### config.mk
export PLATFORM = sky130hd
export DESIGN_NAME = sigma_delta_dac
export DESIGN_NICKNAME = d
export VERILOG_FILES = /design/src/rtl/sigma_delta_pkg.sv /design/src/rtl/sdm_channel.sv /design/src/rtl/sigma_delta_dac.sv
export SDC_FILE = /design/constraint.sdc
export NUM_CORES = 1
export LEC_CHECK = 0
export BUFFER_PORTS_ARGS = -buffer_cell sky130_fd_sc_hd__buf_2
export CAP_MARGIN = 30
export CELL_PAD_IN_SITES_DETAIL_PLACEMENT = 1
export CELL_PAD_IN_SITES_GLOBAL_PLACEMENT = 2
export CORE_UTILIZATION = 40
export CTS_CLUSTER_DIAMETER = 150
export DETAILED_ROUTE_END_ITERATION = 10
export PLACE_DENSITY = 0.75
export SLEW_MARGIN = 40
export SYNTH_ARGS = -nofsm -noshare
export SYNTH_HDL_FRONTEND = slang
export SYNTH_HIERARCHICAL = 1
export SYNTH_SLANG_ARGS = --single-unit
### constraint.sdc
create_clock -name clk -period 13 [get_ports clk]
set_input_delay 1.3 -clock clk [delete_from_list [all_inputs] [get_ports clk]]
set_output_delay 1.3 -clock clk [all_outputs]
set_load 0.02 [all_outputs]
### src/rtl/sigma_delta_pkg.sv
// Shared constants for the sigma-delta DAC: dither LFSR definition and channel slice helper.
// No logic, no latency; no flow control.
package sigma_delta_pkg;

    localparam int LFSR_W = 16;
    // Right-shifting Galois form of x^16 + x^14 + x^13 + x^11 + 1
    localparam logic [LFSR_W-1:0] LFSR_TAPS = 16'hB400;
    localparam logic [LFSR_W-1:0] LFSR_SEED = 16'hACE1;

    function automatic int sample_lsb(input int ch, input int bits);
        return ch * bits;
    endfunction

endpackage

### src/rtl/sdm_channel.sv
// First-order sigma-delta modulator: one accumulator whose carry is the registered pin.
// One clock from accumulate to pin; free-running, no backpressure.
module sdm_channel
    import sigma_delta_pkg::*;
#(
    parameter int DAC_BITS = 16
) (
    input  logic                clk,
    input  logic                rst,
    input  logic [DAC_BITS-1:0] sample,
    input  logic                cin,
    output logic                pin
);

    logic [DAC_BITS-1:0] acc;
    logic [DAC_BITS:0]   sum;

    // The carry out of the accumulator wrap is the output bit
    assign sum = {1'b0, acc} + {1'b0, sample} + {{DAC_BITS{1'b0}}, cin};

    always_ff @(posedge clk or posedge rst) begin
        if (rst) begin
            acc <= '0;
            pin <= 1'b0;
        end else begin
            acc <= sum[DAC_BITS-1:0];
            pin <= sum[DAC_BITS];
        end
    end

endmodule

### src/rtl/sigma_delta_dac.sv
// Multi-channel sigma-delta DAC; samples load into the modulators every RATE_DIV clocks.
// One-deep holding register: data_ready drops the cycle after accept until the next strobe; SIGMA_DELTA_DAC_DITHER_EN adds LFSR dither.
module sigma_delta_dac
    import sigma_delta_pkg::*;
#(
    parameter int CHANNELS = 4,
    parameter int DAC_BITS = 16,
    parameter int RATE_DIV = 256
) (
    input  logic                         clk,
    input  logic                         rst,
    input  logic [CHANNELS*DAC_BITS-1:0] data_in,
    input  logic                         data_valid,
    output logic                         data_ready,
    output logic [CHANNELS-1:0]          pins_out,
    output logic                         sample_strobe,
    output logic                         underrun
);

    localparam int SW    = CHANNELS * DAC_BITS;
    localparam int DIV_W = (RATE_DIV > 2) ? $clog2(RATE_DIV) : 1;
    localparam logic [DIV_W-1:0] DIV_LAST = DIV_W'(RATE_DIV - 1);
    localparam logic [DIV_W-1:0] DIV_PRE  = DIV_W'(RATE_DIV - 2);

    logic [DIV_W-1:0]    div;
    logic                full;
    logic [SW-1:0]       hold;
    logic [SW-1:0]       active;
    logic [CHANNELS-1:0] cin;
    logic                accept;

    assign data_ready = !full;
    assign accept     = data_valid && !full;

    // Strobe is registered one count early so it is high while div == RATE_DIV-1
    always_ff @(posedge clk or posedge rst) begin
        if (rst) begin
            div           <= '0;
            sample_strobe <= 1'b0;
            underrun      <= 1'b0;
            full          <= 1'b0;
            hold          <= '0;
            active        <= '0;
        end else begin
            div           <= (div == DIV_LAST) ? '0 : div + DIV_W'(1);
            sample_strobe <= (div == DIV_PRE);
            underrun      <= sample_strobe && !full;
            if (sample_strobe && full) begin
                active <= hold;
            end
            if (accept) begin
                hold <= data_in;
            end
            // accept implies full was clear, so it never collides with a strobe drain
            if (accept) begin
                full <= 1'b1;
            end else if (sample_strobe) begin
                full <= 1'b0;
            end
        end
    end

`ifdef SIGMA_DELTA_DAC_DITHER_EN
    logic [LFSR_W-1:0] lfsr;

    always_ff @(posedge clk or posedge rst) begin
        if (rst) begin
            lfsr <= LFSR_SEED;
        end else begin
            lfsr <= lfsr[0] ? ((lfsr >> 1) ^ LFSR_TAPS) : (lfsr >> 1);
        end
    end

    for (genvar i = 0; i < CHANNELS; i++) begin : g_cin
        assign cin[i] = lfsr[i % LFSR_W];
    end
`else
    assign cin = '0;
`endif

    for (genvar i = 0; i < CHANNELS; i++) begin : g_ch
        sdm_channel #(
            .DAC_BITS(DAC_BITS)
        ) u_ch (
            .clk   (clk),
            .rst   (rst),
            .sample(active[sample_lsb(i, DAC_BITS) +: DAC_BITS]),
            .cin   (cin[i]),
            .pin   (pins_out[i])
        );
    end

endmodule

After elaboration in Yosys (flattened, before gate mapping):

Index checks and enable logic that the tools add are counted.

* flip-flop bits (word level): 207
* input bits: 67
* output and inout port bits: 7
* word-level logic and storage cells: 29

* add/sub/neg operators: 5
* eq/ne operators: 2
* multiplexer cells: 3
* reductions and logical operators: 5

Operators by type and width (number)
* adder 16 x 16 -> 17 bit: 4
* == test 8 bit (second input constant): 2
* adder 8 x 1 -> 8 bit (second input constant): 1
* two-way mux 8 bit: 1
* logical AND 1 bit: 3
* two-way mux 1 bit: 2
* nonzero test 2 bit: 1
* zero test 1 bit: 1

Depth between registers and ports, before layout:

* depth in word-level cells: 3
* gate-level depth with buffers: 8
* depth with buffers taken out: 8

Hierarchy:

The synthesis kept the hierarchy.

Modules (own cells, without submodules)
* sigma_delta_dac: instances 1, cells an instance 319, area each 5475.3 um2, sequential area each 3478.3 um2
* sdm_channel (g_ch[1].u_ch ...): instances 2, cells an instance 107, area each 1162.4 um2, sequential area each 425.4 um2
* sdm_channel (g_ch[3].u_ch): instances 1, cells an instance 124, area each 1261.2 um2, sequential area each 425.4 um2
* sdm_channel (g_ch[0].u_ch): instances 1, cells an instance 112, area each 1176.1 um2, sequential area each 425.4 um2

Least setup slack after synthesis:

OpenSTA, ideal clock, no wires.

* path type: reg-to-reg
* start point: reg active[16]
* end point: reg g_ch[1].u_ch.pin
* setup time: 118 ps
* data arrival time: 2291 ps
* required time: 12882 ps
* path slack: 10591 ps
* cell stages (with the launch flop): 9
* buffers on the path: 0
* clock period less this slack: 2409 ps
* cells stage by stage: dfrtp_1 > fa_1 > fa_1 > a21oi_2 > o21ai_2 > a21oi_2 > o221ai_2 > a221o_1 > a21o_1

* longest elaborated chain between the ends: 1

RTL lines
* from (decl): line sigma_delta_dac.sv:28 `logic [SW-1:0] active;`
* from (signal assigned): line sigma_delta_dac.sv:49 `active <= hold;`
* adder 16 x 16 -> 17 bit: line sdm_channel.sv:19 `assign sum = {1'b0, acc} + {1'b0, sample} + {{DAC_BITS{1'b0}}, cin};`
* named net g_ch[1].u_ch.sum[16]: line sdm_channel.sv:16 `logic [DAC_BITS:0] sum;`
* to (signal assigned): line sdm_channel.sv:27 `pin <= sum[DAC_BITS];`
* to (decl): line sdm_channel.sv:12 `output logic pin`

The timed path passes the listed nets, and every way through them passes these cells.
A chain may end at the register's enable or synchronous reset.

Final worst setup path:

Ends and elaborated chain as after synthesis.

==> results_dict.tcl <==
set metrics [dict create \
    first_pass_iters 6 \
    max_slew_margin_pct 48.0 \
    worstSetupPathDepth 8 \
    place.gp.congestion 0.810 \
    syn_area_mm2 0.0102 \
    ys_ff_latch 207 \
    peakVddDrop_uv 88.9 \
    cp_slowest_cell "fa_1" \
    avgRoutedWirePerCell_um 17.2 \
    fillers 2622 \
    grt_max_degree 96 \
    design_area_mm2 0.0118 \
    grt_pass1_wl_um 35300 \
    place_area_mm2 0.0109 \
    cp_top_family "compound AO/OA/AOI/OAI gates" \
    ant_nets 0 \
    ys.warnings.count 6 \
    start_util_pct 40.8 \
    finalCriticalPeriod_ps 2640 \
    clk-insertion-delay-late_ps 510 \
    fin_cells 1204 \
    syn_inst 769 \
    synth_seq_area_share_pct 50.6 \
    fin_nets 993 \
    max_stage_delay_ps 470 \
    num_antenna_cells 0 \
    io_pins 74 \
    row_count 58 \
    ys_types 62 \
    async_flop_share_pct 100 \
    synth_flop_cell "dfrtp_1" \
    drcViolationCount 0 \
    layout_commonest_cell "dfrtp_1" \
    regToRegEndpoint "g_ch[1].u_ch/pin" \
    area_growth_pct 14.8 \
    endpoint "g_ch[1].u_ch/pin" \
    hpwl_um 14300 \
    core_area_mm2 0.0251 \
    hold_path_class "flop to flop" \
    critical_path.max_fanout 3 \
    cp.arrival_ps 3040 \
    cts_root_buf "clkbuf_16" \
    finalHoldViolCount 0 \
    setup-violations-final 0 \
    r2r_setup_slack_ps 10360 \
    slew_viol_final 0 \
    dp.cells 1160 \
    synth.avg_cell_area_um2 13.3 \
    port_buffers 73 \
    clock_skew_ps 15.8 \
    period_share_pct 20.3 \
    rsz0062_at_grt "false" \
    cts_hold_buf 0 \
    htree_levels 1 \
    crit_path_start_kind "flop" \
    routed_wl_um 20700 \
    fmax_mhz 379 \
    vias 6239 \
    cts_setup_buffers 0 \
    avgViaCountPerCell 5.18 \
    drv_cap 0 \
    drtIter0Drc 254 \
    cts_made_buffers 24 \
    final_layout_size_suffix_gt1_share_pct 32.5 \
    clk_pin_slew_ps 60 \
    cts_tree "yes" \
    cts_resized 0 \
    end_kind "flop" \
    outcome "finished clean" \
    whs_ps 497 \
    startpoint "active[16]" \
    criticalPathCategory "flop to flop" \
    die_w_um 162 \
    synth-edff-count 0 \
    finalPower_mw 1.65 \
    cp_cell_sequence "fa_1 -> fa_1 -> a21oi_2 -> o21ai_2 -> a21oi_2 -> o221ai_2 -> a221o_1 -> a21o_1" \
    crit_buf_inv 0 \
    fin_tns_setup_ps 0 \
    fp.dieArea_mm2 0.0262 \
    rr_worst_depth 8 \
    final_cell_mix "dfrtp_1 (207), mux2_2 (79), buf_2 (73)" \
    cts.sink_count 207 \
    p_leak_nw 5.78 \
    worst_pin_slew_ps 780 \
    power_density_mw_per_mm2 140 \
    grt.overflow.total 0 \
    required_ps 13400 \
    antenna_found_initial 0 \
    grtUsageTotal_pct 16.5 \
    grt_pass1_vias 7052 \
    clockBufferDepth 3 \
    die_y_um 162 \
    r2r-start "active[16]" \
]
==> logic make-up after synthesis <==
| group | synth area share [%] |
|---|---|
| DFF | 50.6 |
| AOI/OAI and AO/OA | 12.0 |
| muxes | 16.0 |
| and+or+nand+nor | 4.80 |
| adders and majority gates | 9.14 |
| xor gates and xnor gates | 4.88 |
| buffers and inverters | 2.53 |
| other | 0.0366 |
==> synthesized netlist by cell type (3+ instances only) <==
cell type / instances / area share (%)
dfrtp_1: 207 / 51
mux2_2: 79 / 8.7
ha_1: 62 / 7.6
mux2_4: 49 / 7.2
a21oi_1: 44 / 2.2
xnor2_1: 34 / 2.9
inv_1: 24 / 0.88
xor2_1: 23 / 2.0
a21o_1: 22 / 1.6
nand2_1: 20 / 0.73
nor2_1: 20 / 0.73
o21ai_0: 18 / 0.88
nand3_1: 15 / 0.73
buf_6: 13 / 1.4
o21a_1: 10 / 0.73
a21oi_2: 9 / 0.77
o21bai_1: 9 / 0.66
fa_1: 8 / 1.6
nor2b_1: 7 / 0.43
o211ai_1: 7 / 0.51
a31oi_1: 6 / 0.37
nand2b_1: 6 / 0.37
nand4_1: 6 / 0.37
and3_1: 5 / 0.31
o21ai_2: 5 / 0.43
a211oi_2: 4 / 0.49
or2_2: 4 / 0.24
and4_1: 3 / 0.26
buf_2: 3 / 0.15
nor3_1: 3 / 0.15
==> worst min-delay path by stage <==
stage | start | end | slack (ps) | cells past startpoint
6_report | hold[59] | active[59] | 500 | 1
5_1_grt | hold[42] | hold[42] | 520 | 1
4_1_cts | hold[59] | active[59] | 500 | 1
3_5_place_dp | hold[23] | active[23] | 490 | 1
3_3_place_gp | div[6] | div[6] | 480 | 1
2_1_floorplan | div[6] | div[6] | 460 | 1
==> layout make-up <==
type / count / area [µm²] / area share (%)
Clock buffer: 34 / 699 / 5.95
Multi-Input combinational cell: 523 / 4820 / 41.1
Timing Repair Buffer: 76 / 398 / 3.39
Clock inverter: 10 / 139 / 1.18
Inverter: 24 / 97.6 / 0.830
Sequential cell: 207 / 5180 / 44.1
Tap cell: 330 / 413 / 3.51
==> power by group <==
| part | internal [mW] | total, mW | switching (mW) |
|---|---|---|---|
| logic | 0.0923 | 0.198 | 0.106 |
| registers | 0.715 | 0.748 | 0.0333 |
| clock network | 0.435 | 0.701 | 0.266 |
==> per-stage QoR <==
step           utilization [%]  setup WS (ps)
5_1_grt                   46.8          10270
3_5_place_dp              43.4          10170
4_1_cts                   46.8          10360
3_3_place_gp              43.4          10230
6_report                  46.8          10360
2_1_floorplan                -           7980
==> metal layers <==
layer,track usage (%),routed length [µm]
met4,4.25,386
met1,21.4,9300
met2,28.5,10200
met5,0,0
met3,2.71,805
==> state kept, by name, indices dropped and copies added, names as in the netlist <==
name           flops
underrun           1
full               1
active            64
div                8
sample_strobe      1
hold              64
g_ch.u_ch/pin      4
g_ch.u_ch/acc     64
No activity file was read; power rests on OpenSTA's default activity.
